[config.mk]
export PLATFORM = sky130hd
export DESIGN_NAME = alu_biquad_cascade
export DESIGN_NICKNAME = d
export VERILOG_FILES = /design/src/rtl/alu_biquad_cascade.sv
export SDC_FILE = /design/constraint.sdc
export NUM_CORES = 2
export LEC_CHECK = 0
export CELL_PAD_IN_SITES_DETAIL_PLACEMENT = 1
export CELL_PAD_IN_SITES_GLOBAL_PLACEMENT = 2
export CORE_UTILIZATION = 35
export CTS_CLUSTER_SIZE = 20
export DETAILED_ROUTE_END_ITERATION = 12
export PLACE_DENSITY_LB_ADDON = 0.2
export SETUP_SLACK_MARGIN = 0.15
export SLEW_MARGIN = 30
export SYNTH_ARGS = -nofsm -noshare
export SYNTH_HDL_FRONTEND = slang
export SYNTH_SLANG_ARGS = --single-unit
[constraint.sdc]
create_clock -name clk -period 13.3 [get_ports clk]
set_input_delay 1.33 -clock clk [delete_from_list [all_inputs] [get_ports clk]]
set_output_delay 1.33 -clock clk [all_outputs]
set_load 0.1 [all_outputs]
[src/rtl/alu_biquad_cascade.sv]
// Time-multiplexed cascade of biquad sections shared by several channels.
// One multiplier and one accumulator walk through five terms per stage;
// each channel keeps its own x1/x2/y1/y2 history for every stage.
module alu_biquad_cascade #(
  parameter  int DATA_W    = 18,
  parameter  int COEF_W    = 18,
  parameter  int FRAC_BITS = 16,
  parameter  int N_STAGES  = 2,
  parameter  int N_CH      = 2,
  localparam int CH_W      = (N_CH > 1) ? $clog2(N_CH) : 1
) (
  input  logic                         clk,
  input  logic                         reset_n,
  input  logic [N_STAGES*5*COEF_W-1:0] coefs_flat,
  input  logic [DATA_W-1:0]            sample_in,
  input  logic [CH_W-1:0]              sample_in_ch,
  input  logic                         sample_in_rdy,
  input  logic                         flush,
  output logic                         busy,
  output logic [DATA_W-1:0]            sample_out,
  output logic [CH_W-1:0]              sample_out_ch,
  output logic                         sample_out_rdy,
  output logic                         overflow,
  output logic                         overrun
);

  localparam int ST_W   = (N_STAGES > 1) ? $clog2(N_STAGES) : 1;
  localparam int PROD_W = DATA_W + COEF_W;
  localparam int ACC_W  = DATA_W + COEF_W + 4;

  typedef enum logic [2:0] {IDLE, CALC, WAIT, WRITE, DONE} state_t;

  state_t                     state_q, state_d;
  logic [2:0]                 k_q, k_d;
  logic [ST_W-1:0]            stage_q, stage_d;
  logic [CH_W-1:0]            ch_q, ch_d;
  logic signed [DATA_W-1:0]   stageIn_q, stageIn_d;
  logic signed [ACC_W-1:0]    acc_q, acc_d;
  logic                       ovf_q, ovf_d;
  logic signed [PROD_W-1:0]   prod_q;
  logic                       prodValid_q;
  logic                       overrun_q;

  logic signed [DATA_W-1:0]   x1_q [N_CH][N_STAGES];
  logic signed [DATA_W-1:0]   x2_q [N_CH][N_STAGES];
  logic signed [DATA_W-1:0]   y1_q [N_CH][N_STAGES];
  logic signed [DATA_W-1:0]   y2_q [N_CH][N_STAGES];

  logic signed [COEF_W-1:0]   coef [N_STAGES][5];
  logic signed [DATA_W-1:0]   mulOp;
  logic signed [PROD_W-1:0]   product;
  logic signed [ACC_W-1:0]    prodExt;
  logic signed [ACC_W-1:0]    shifted;
  logic [ACC_W-DATA_W:0]      shiftedHi;
  logic                       satNow;
  logic signed [DATA_W-1:0]   result;
  logic                       chOk;
  logic                       histWrite;
  logic                       flushHist;

  // Unpack the flat coefficient bus into a [stage][term] table.
  for (genvar s = 0; s < N_STAGES; s++) begin : gStage
    for (genvar t = 0; t < 5; t++) begin : gTerm
      assign coef[s][t] = coefs_flat[(5*s+t)*COEF_W +: COEF_W];
    end
  end

  assign chOk = 32'(sample_in_ch) < N_CH;

  // Pick the history operand for the current term and form the product.
  always_comb begin
    mulOp = stageIn_q;
    case (k_q)
      3'd1:    mulOp = x1_q[ch_q][stage_q];
      3'd2:    mulOp = x2_q[ch_q][stage_q];
      3'd3:    mulOp = y1_q[ch_q][stage_q];
      3'd4:    mulOp = y2_q[ch_q][stage_q];
      default: mulOp = stageIn_q;
    endcase
    product = mulOp * coef[stage_q][k_q];
  end

  // Scale the finished sum back to sample format, flooring and saturating.
  always_comb begin
    prodExt   = {{(ACC_W-PROD_W){prod_q[PROD_W-1]}}, prod_q};
    shifted   = acc_q >>> FRAC_BITS;
    shiftedHi = shifted[ACC_W-1:DATA_W-1];
    satNow    = !((&shiftedHi) || (~|shiftedHi));
    if (satNow)
      result = shifted[ACC_W-1] ? {1'b1, {(DATA_W-1){1'b0}}} : {1'b0, {(DATA_W-1){1'b1}}};
    else
      result = shifted[DATA_W-1:0];
  end

  // Sequencer: accept, five MAC terms, pipeline drain, then write-back.
  always_comb begin
    state_d   = state_q;
    k_d       = k_q;
    stage_d   = stage_q;
    ch_d      = ch_q;
    stageIn_d = stageIn_q;
    acc_d     = prodValid_q ? acc_q + prodExt : acc_q;
    ovf_d     = ovf_q;
    histWrite = 1'b0;
    flushHist = 1'b0;
    case (state_q)
      IDLE: begin
        if (flush) begin
          flushHist = 1'b1;
        end else if (sample_in_rdy && chOk) begin
          state_d   = CALC;
          k_d       = 3'd0;
          stage_d   = '0;
          ch_d      = sample_in_ch;
          stageIn_d = $signed(sample_in);
          acc_d     = '0;
          ovf_d     = 1'b0;
        end
      end
      CALC: begin
        k_d = k_q + 3'd1;
        if (k_q == 3'd4) begin
          state_d = WAIT;
          k_d     = 3'd0;
        end
      end
      WAIT: begin
        k_d = k_q + 3'd1;
        if (k_q == 3'd1) begin
          state_d = (stage_q == ST_W'(N_STAGES-1)) ? DONE : WRITE;
          k_d     = 3'd0;
        end
      end
      WRITE: begin
        histWrite = 1'b1;
        acc_d     = '0;
        stage_d   = stage_q + ST_W'(1);
        stageIn_d = result;
        ovf_d     = ovf_q | satNow;
        state_d   = CALC;
        k_d       = 3'd0;
      end
      DONE: begin
        histWrite = 1'b1;
        acc_d     = '0;
        stage_d   = '0;
        state_d   = IDLE;
      end
      default: state_d = IDLE;
    endcase
  end

  // Sequencer and accumulator registers.
  always_ff @(posedge clk or negedge reset_n) begin
    if (!reset_n) begin
      state_q   <= IDLE;
      k_q       <= '0;
      stage_q   <= '0;
      ch_q      <= '0;
      stageIn_q <= '0;
      acc_q     <= '0;
      ovf_q     <= 1'b0;
    end else begin
      state_q   <= state_d;
      k_q       <= k_d;
      stage_q   <= stage_d;
      ch_q      <= ch_d;
      stageIn_q <= stageIn_d;
      acc_q     <= acc_d;
      ovf_q     <= ovf_d;
    end
  end

  // Registered multiplier output; valid one cycle after each CALC term.
  always_ff @(posedge clk or negedge reset_n) begin
    if (!reset_n) begin
      prod_q      <= '0;
      prodValid_q <= 1'b0;
    end else begin
      prod_q      <= product;
      prodValid_q <= (state_q == CALC);
    end
  end

  // Sticky flag for strobes that arrive while a sample is in flight.
  always_ff @(posedge clk or negedge reset_n) begin
    if (!reset_n)
      overrun_q <= 1'b0;
    else if (state_q != IDLE && sample_in_rdy)
      overrun_q <= 1'b1;
  end

  // Per-channel, per-stage history: bulk clear or shift on write-back.
  always_ff @(posedge clk or negedge reset_n) begin
    if (!reset_n) begin
      for (int c = 0; c < N_CH; c++)
        for (int s = 0; s < N_STAGES; s++) begin
          x1_q[c][s] <= '0;
          x2_q[c][s] <= '0;
          y1_q[c][s] <= '0;
          y2_q[c][s] <= '0;
        end
    end else if (flushHist) begin
      for (int c = 0; c < N_CH; c++)
        for (int s = 0; s < N_STAGES; s++) begin
          x1_q[c][s] <= '0;
          x2_q[c][s] <= '0;
          y1_q[c][s] <= '0;
          y2_q[c][s] <= '0;
        end
    end else if (histWrite) begin
      x1_q[ch_q][stage_q] <= stageIn_q;
      x2_q[ch_q][stage_q] <= x1_q[ch_q][stage_q];
      y1_q[ch_q][stage_q] <= result;
      y2_q[ch_q][stage_q] <= y1_q[ch_q][stage_q];
    end
  end

  assign busy           = (state_q != IDLE);
  assign sample_out_rdy = (state_q == DONE);
  assign sample_out     = (state_q == DONE) ? result : '0;
  assign sample_out_ch  = (state_q == DONE) ? ch_q : '0;
  assign overflow       = (state_q == DONE) && (ovf_q || satNow);
  assign overrun        = overrun_q;

endmodule
## Yosys cells after proc, flatten, opt, wreduce, memory -nomap -nowiden

Cells that the tools add are included.

| storage, ports and cells | value |
|---|---|
| register bits | 393 |
| bits of input ports | 203 |
| output and inout bits | 23 |
| logic and storage cells | 150 |

| operators by class | value |
|---|---|
| add/sub/neg operators | 3 |
| $mul | 1 |
| $lt $le $gt $ge | 5 |
| equal/unequal tests | 12 |
| multiplexer cells | 76 |
| bitwise operators | 5 |
| reduce and logical (&&, ||, !) cells | 22 |

Operators with widths:

| operator | count |
|---|---|
| 2-to-1 mux 72 bit | 8 |
| 2-to-1 mux 36 bit | 13 |
| 2-to-1 mux 18 bit | 20 |
| bitwise mux 72 bit | 4 |
| 2-to-1 mux 90 bit | 3 |
| 2-to-1 mux 40 bit | 3 |
| case mux 40 bit (2 select lines) | 1 |
| case mux 18 bit (4 select lines) | 1 |
| binary-select mux 18 bit (select 3 bit) | 1 |
| adder 40 x 36 -> 40 bit | 1 |
| demux 36 bit (select 1 bit) | 1 |
| multiplier 18 x 18 -> 36 bit | 1 |
| case mux 18 bit (2 select lines) | 1 |
| 2-to-1 mux 3 bit | 9 |
| case mux 3 bit (4 select lines) | 2 |
| demux 18 bit (select 1 bit) | 1 |
| equality test 3 x 2 -> 1 bit, second input constant | 4 |
| AND reduction 3 bit | 4 |
| inequality test 2 bit, second input constant | 4 |
| AND reduction 7 bit | 1 |
| OR reduction 7 bit | 1 |
| equality test 3 x 1 -> 1 bit, second input constant | 2 |
| equality test 3 bit, second input constant | 2 |
| 2-to-1 mux 1 bit | 6 |
| 20 further kinds | 30 |

## Longest topological paths before layout

| depth | value |
|---|---|
| word-level depth | 10 |
| gate-level depth with buffers | 33 |
| depth with buffers taken out | 29 |

## Worst setup path after synthesis

No wires, ideal clock.

| timing path | value |
|---|---|
| path kind | input-to-reg |
| start point | in coefs_flat[111] |
| end point | reg prod_q[35] |
| setup time | 0.124 ns |
| arrival time | 7.904 ns |
| data required time | 13.176 ns |
| path slack | 5.272 ns |
| stages on the path | 25 |
| path buffers | 2 |
| cell sequence | mux4_2 > a22o_1 > a22oi_1 > buf_2 > nor2_1 > fa_1 > inv_1 > fa_1 > fa_1 > fa_1 > inv_1 > fa_1 > inv_1 > fa_1 > inv_1 > ha_1 > buf_2 > o21ai_1 > a2111oi_2 > or3_1 > o22ai_1 > a211o_1 > a211oi_2 > nor2_1 > a211o_1 |

| on the way | value |
|---|---|
| cells in the longest elaborated chain, start to end | 7 |

Ends and longest elaborated chain:

| item | line | text |
|---|---|---|
| start: declaration | 14 | `input logic [N_STAGES*5*COEF_W-1:0] coefs_flat,` |
| 2-to-1 mux 90 bit (not written as such) (3 in series) | 80 | `product = mulOp * coef[stage_q][k_q];` |
| binary-select mux 18 bit (select 3 bit) | 80 |  |
| 2-to-1 mux 18 bit (not written as such) (2 in series) | 80 |  |
| multiplier 18 x 18 -> 36 bit | 80 |  |
| net product[35] | 51 | `logic signed [PROD_W-1:0] product;` |
| end signal: assignment | 180 | `prod_q <= product;` |
| end: declaration | 40 | `logic signed [PROD_W-1:0] prod_q;` |

The timed path passes the listed nets, and every way through them passes these cells. The select of a mux whose other input is x is not followed.
A chain may end at the register's enable or synchronous reset.

## Worst setup path after layout

| timing path | value |
|---|---|
| start point | reg k_q[0] |
| end point | reg prod_q[34] |

| on the way | value |
|---|---|
| cells in the longest elaborated chain, start to end | 5 |
| elaborated cells on any way between the ends | 10 |
| classes of those cells | mul (1); eq/ne (4); mux (4); bitwise (1) |

Ends and longest elaborated chain:

| item | line | text |
|---|---|---|
| start: declaration | 34 | `logic [2:0] k_q, k_d;` |
| start signal: assignment | 165 | `k_q <= k_d;` |
| inverter 3 -> 4 bit (not written as such) | 80 |  |
| binary-select mux 18 bit (select 3 bit) | 80 |  |
| 2-to-1 mux 18 bit (not written as such) (2 in series) | 80 |  |
| multiplier 18 x 18 -> 36 bit * | 80 |  |
| net product[34] | 51 |  |

Mark *: on every way through the listed nets, which the timed path passes. The rest lies on a longest branch. The select of a mux whose other input is x is not followed.

==> results.yml <==
layout:
  syn_to_final_growth_pct: 15.9
  finalInstanceArea_um2: 38600
  drive_above_1_share: 0.0936
  final_nets: 4254
synthesis:
  yosysWarningCount: 0
  avgSynthCellArea_um2: 9.64
  synth_common_cells: "nand2_1 (423), inv_1 (415), dfrtp_1 (393)"
  synth_top_area_frac: 0.295
  synth.net_count: 4126
  synth-main-ff-cell: "dfrtp_1"
  seq_area_frac_synth: 0.295
  synth_area_leaders: "dfrtp_1 (30%), fa_1 (20%), mux4_2 (7.3%)"
  syn_inst: 3456
  yosys.cell_types.count: 71
  synth_top_cell_by_area: "dfrtp_1"
  ys_ff_latch: 393
  syn_area_um2: 33300
  async_reset_ff_frac: 1.00
  synth_edf_count: 0
  yosysMostFrequentCell: "nand2_1"
global_routing:
  grt_pass1_wl_um: 192000
  antenna_found_initial: 3
  grt_util_all_layers: 0.262
  overflow: 0
  first_global_vias: 29800
  grt_max_degree: 124
  grt_use_met3: 0.0413
  busiest_layer: "met2"
  gr-usage-met1: 0.352
  met2_usage: 0.435
hold_path:
  min_path_type: "reg2reg"
setup_path:
  crit_path_start_kind: "flip-flop"
  crit_type: "reg2reg"
  critPathRequiredTime_ns: 13.81
  critPathMaxFanout: 31
  arrival_ns: 10.09
  critPathCaptureType: "flip-flop"
place:
  gp_routability_congestion: 0.891
  place_ws_ns: 3.44
  port_buffers: 225
  dpl.hpwl_um: 91800
  place_area_um2: 36900
timing:
  setup_viol: 0
  rsz0062_at_grt: "false"
  finClkSkew_ns: 0.0367
  hold_viol_final: 0
  worst_pin_slew_ns: 1.00
  post-route-min-period_ns: 9.58
  setup_ws_ns: 3.72
  setup_tns_ns: 0
  slew_violations: 0
  max_slew_margin: 0.327
  fmax_mhz: 104
  finalCritPeriodShare: 0.721
drt:
  drt_iter0_drc: 1664
  vias_per_cell: 5.51
  dr.pass1.iters: 5
  drcViolationCount: 0
  routed_wirelength_um: 125000
  wl_per_cell_um: 25.5
  routed-via-count: 26900
  postRouteAntennaNets: 0
clock_network:
  clkTransAtPathRegs_ns: 0.06
  clk_latency_ns: 0.62
  cts_root_buffer: "clkbuf_16"
  htreeDepth: 2
  clkSinkCount: 393
  holdBufCountCts: 0
  cts_tree: "done"
  cts_buffer_depth: 3
  ctsResizeCount: 0
  cts_setup_buffers: 0
  cts_buffers: 47
status:
  status: "completed"
floorplan:
  coreArea_um2: 93700
  fp.dieH_um: 311
  rows: 112
  start_util: 0.355
  ios: 226
  fp.dieW_um: 311
  dieArea_um2: 96400
run:
  maxCapViolCount: 0
-- worst max-delay path, stage by stage (launching register included) --
cell	delay, ns
dfrtp_2	0.55
buf_4	0.52
ha_1	0.29
nor2b_1	0.74
buf_4	0.34
a22oi_1	0.13
a31oi_4	0.66
nand2_1	0.32
fa_1	0.68
fa_1	0.55
inv_1	0.08
ha_1	0.55
inv_1	0.29
fa_1	0.56
inv_1	0.06
fa_1	0.53
inv_1	0.05
fa_1	0.49
inv_1	0.06
ha_1	0.22
a2111o_1	0.35
a31oi_1	0.16
o21ai_0	0.17
or3_1	0.34
a31oi_1	0.27
nor2_1	0.13
a31oi_1	0.21
xnor2_1	0.13
-- routing by layer --
layer  share of wire  vias up
met5         0.00021        -
met3           0.052      155
li1                -    11800
met4           0.027        4
met1            0.44    14200
met2            0.48      691
-- placed cells by master (no fill, tap or decap), drive strengths merged, types with 9 or more instances in the layout --
master,n
mux2i,23
or2,9
a32oi,18
nand3,202
nor2,221
a211oi,17
mux2,20
mux4,108
a31oi,19
clkbuf,65
nor3,53
clkdlybuf4s50,223
a22o,9
fa,330
dfrtp,393
a21oi,86
clkinv,17
and2,11
ha,137
o21a,19
xor2,20
and3,120
nand2b,41
xnor2,40
nand3b,9
a22oi,28
o21ai,181
nor2b,41
inv,415
buf,76
nand2,423
a221oi,9
a21o,144
-- path summary, 6_finish.rpt --
path,from,end,slack [ns],cells after the start
max,k_q[0]$_DFFE_PN0P_,prod_q[34]$_DFF_PN0_,3.72,27
min,x1_q[43]$_DFFE_PN0P_,x1_q[43]$_DFFE_PN0P_,0.49,2
max reg2reg,k_q[0]$_DFFE_PN0P_,prod_q[34]$_DFF_PN0_,3.72,27
min reg2reg,x1_q[43]$_DFFE_PN0P_,x1_q[43]$_DFFE_PN0P_,0.49,2
max in group asynchronous,reset_n,y2_q[61]$_DFFE_PN0P_,10.51,4
min in group asynchronous,reset_n,y1_q[68]$_DFFE_PN0P_,0.64,1
-- cell families (layout without fill, tap and decap cells) --
kind of cell,Yosys count,in the layout,synth area share
multiplexers,151,151,0.0867
adder cells (fa/ha/maj),467,467,0.250
AND/OR/NAND/NOR,1157,1157,0.160
XOR/XNOR,60,60,0.0158
flip-flops,393,393,0.295
buffers and inverters,637,802,0.0754
other,0,3,0
AO/OA/AOI/OAI,591,591,0.117
-- through the flow --
stage                     instances  hold WS (ns)   util
after detailed placement       4788         0.483  0.394
after floorplan                3456         0.450      -
after global placement         4785         0.474  0.393
after global routing           4876         0.514  0.412
final                          4878         0.493  0.412
after CTS                      4874         0.498  0.411
-- cell type report --
class	count	area, um^2
antenna	3	7.51
clock buffer	65	1330
clock inverter	21	269
fill	10500	55200
inverter	417	1570
multi-input combinational	2426	21100
sequential	393	9840
tap	1254	1570
timing repair buffer	299	2870
-- state kept, by name, indices dropped and copies added (netlist names), 3 cells and up --
signal	flops
x1_q	72
x2_q	72
y1_q	72
y2_q	72
acc_q	40
prod_q	36
stageIn_q	18
k_q	3
state_q	3
Power is left out: the tool's default activity adds up to more than one toggle a clock period on the data nets, which glitch-free logic cannot reach.
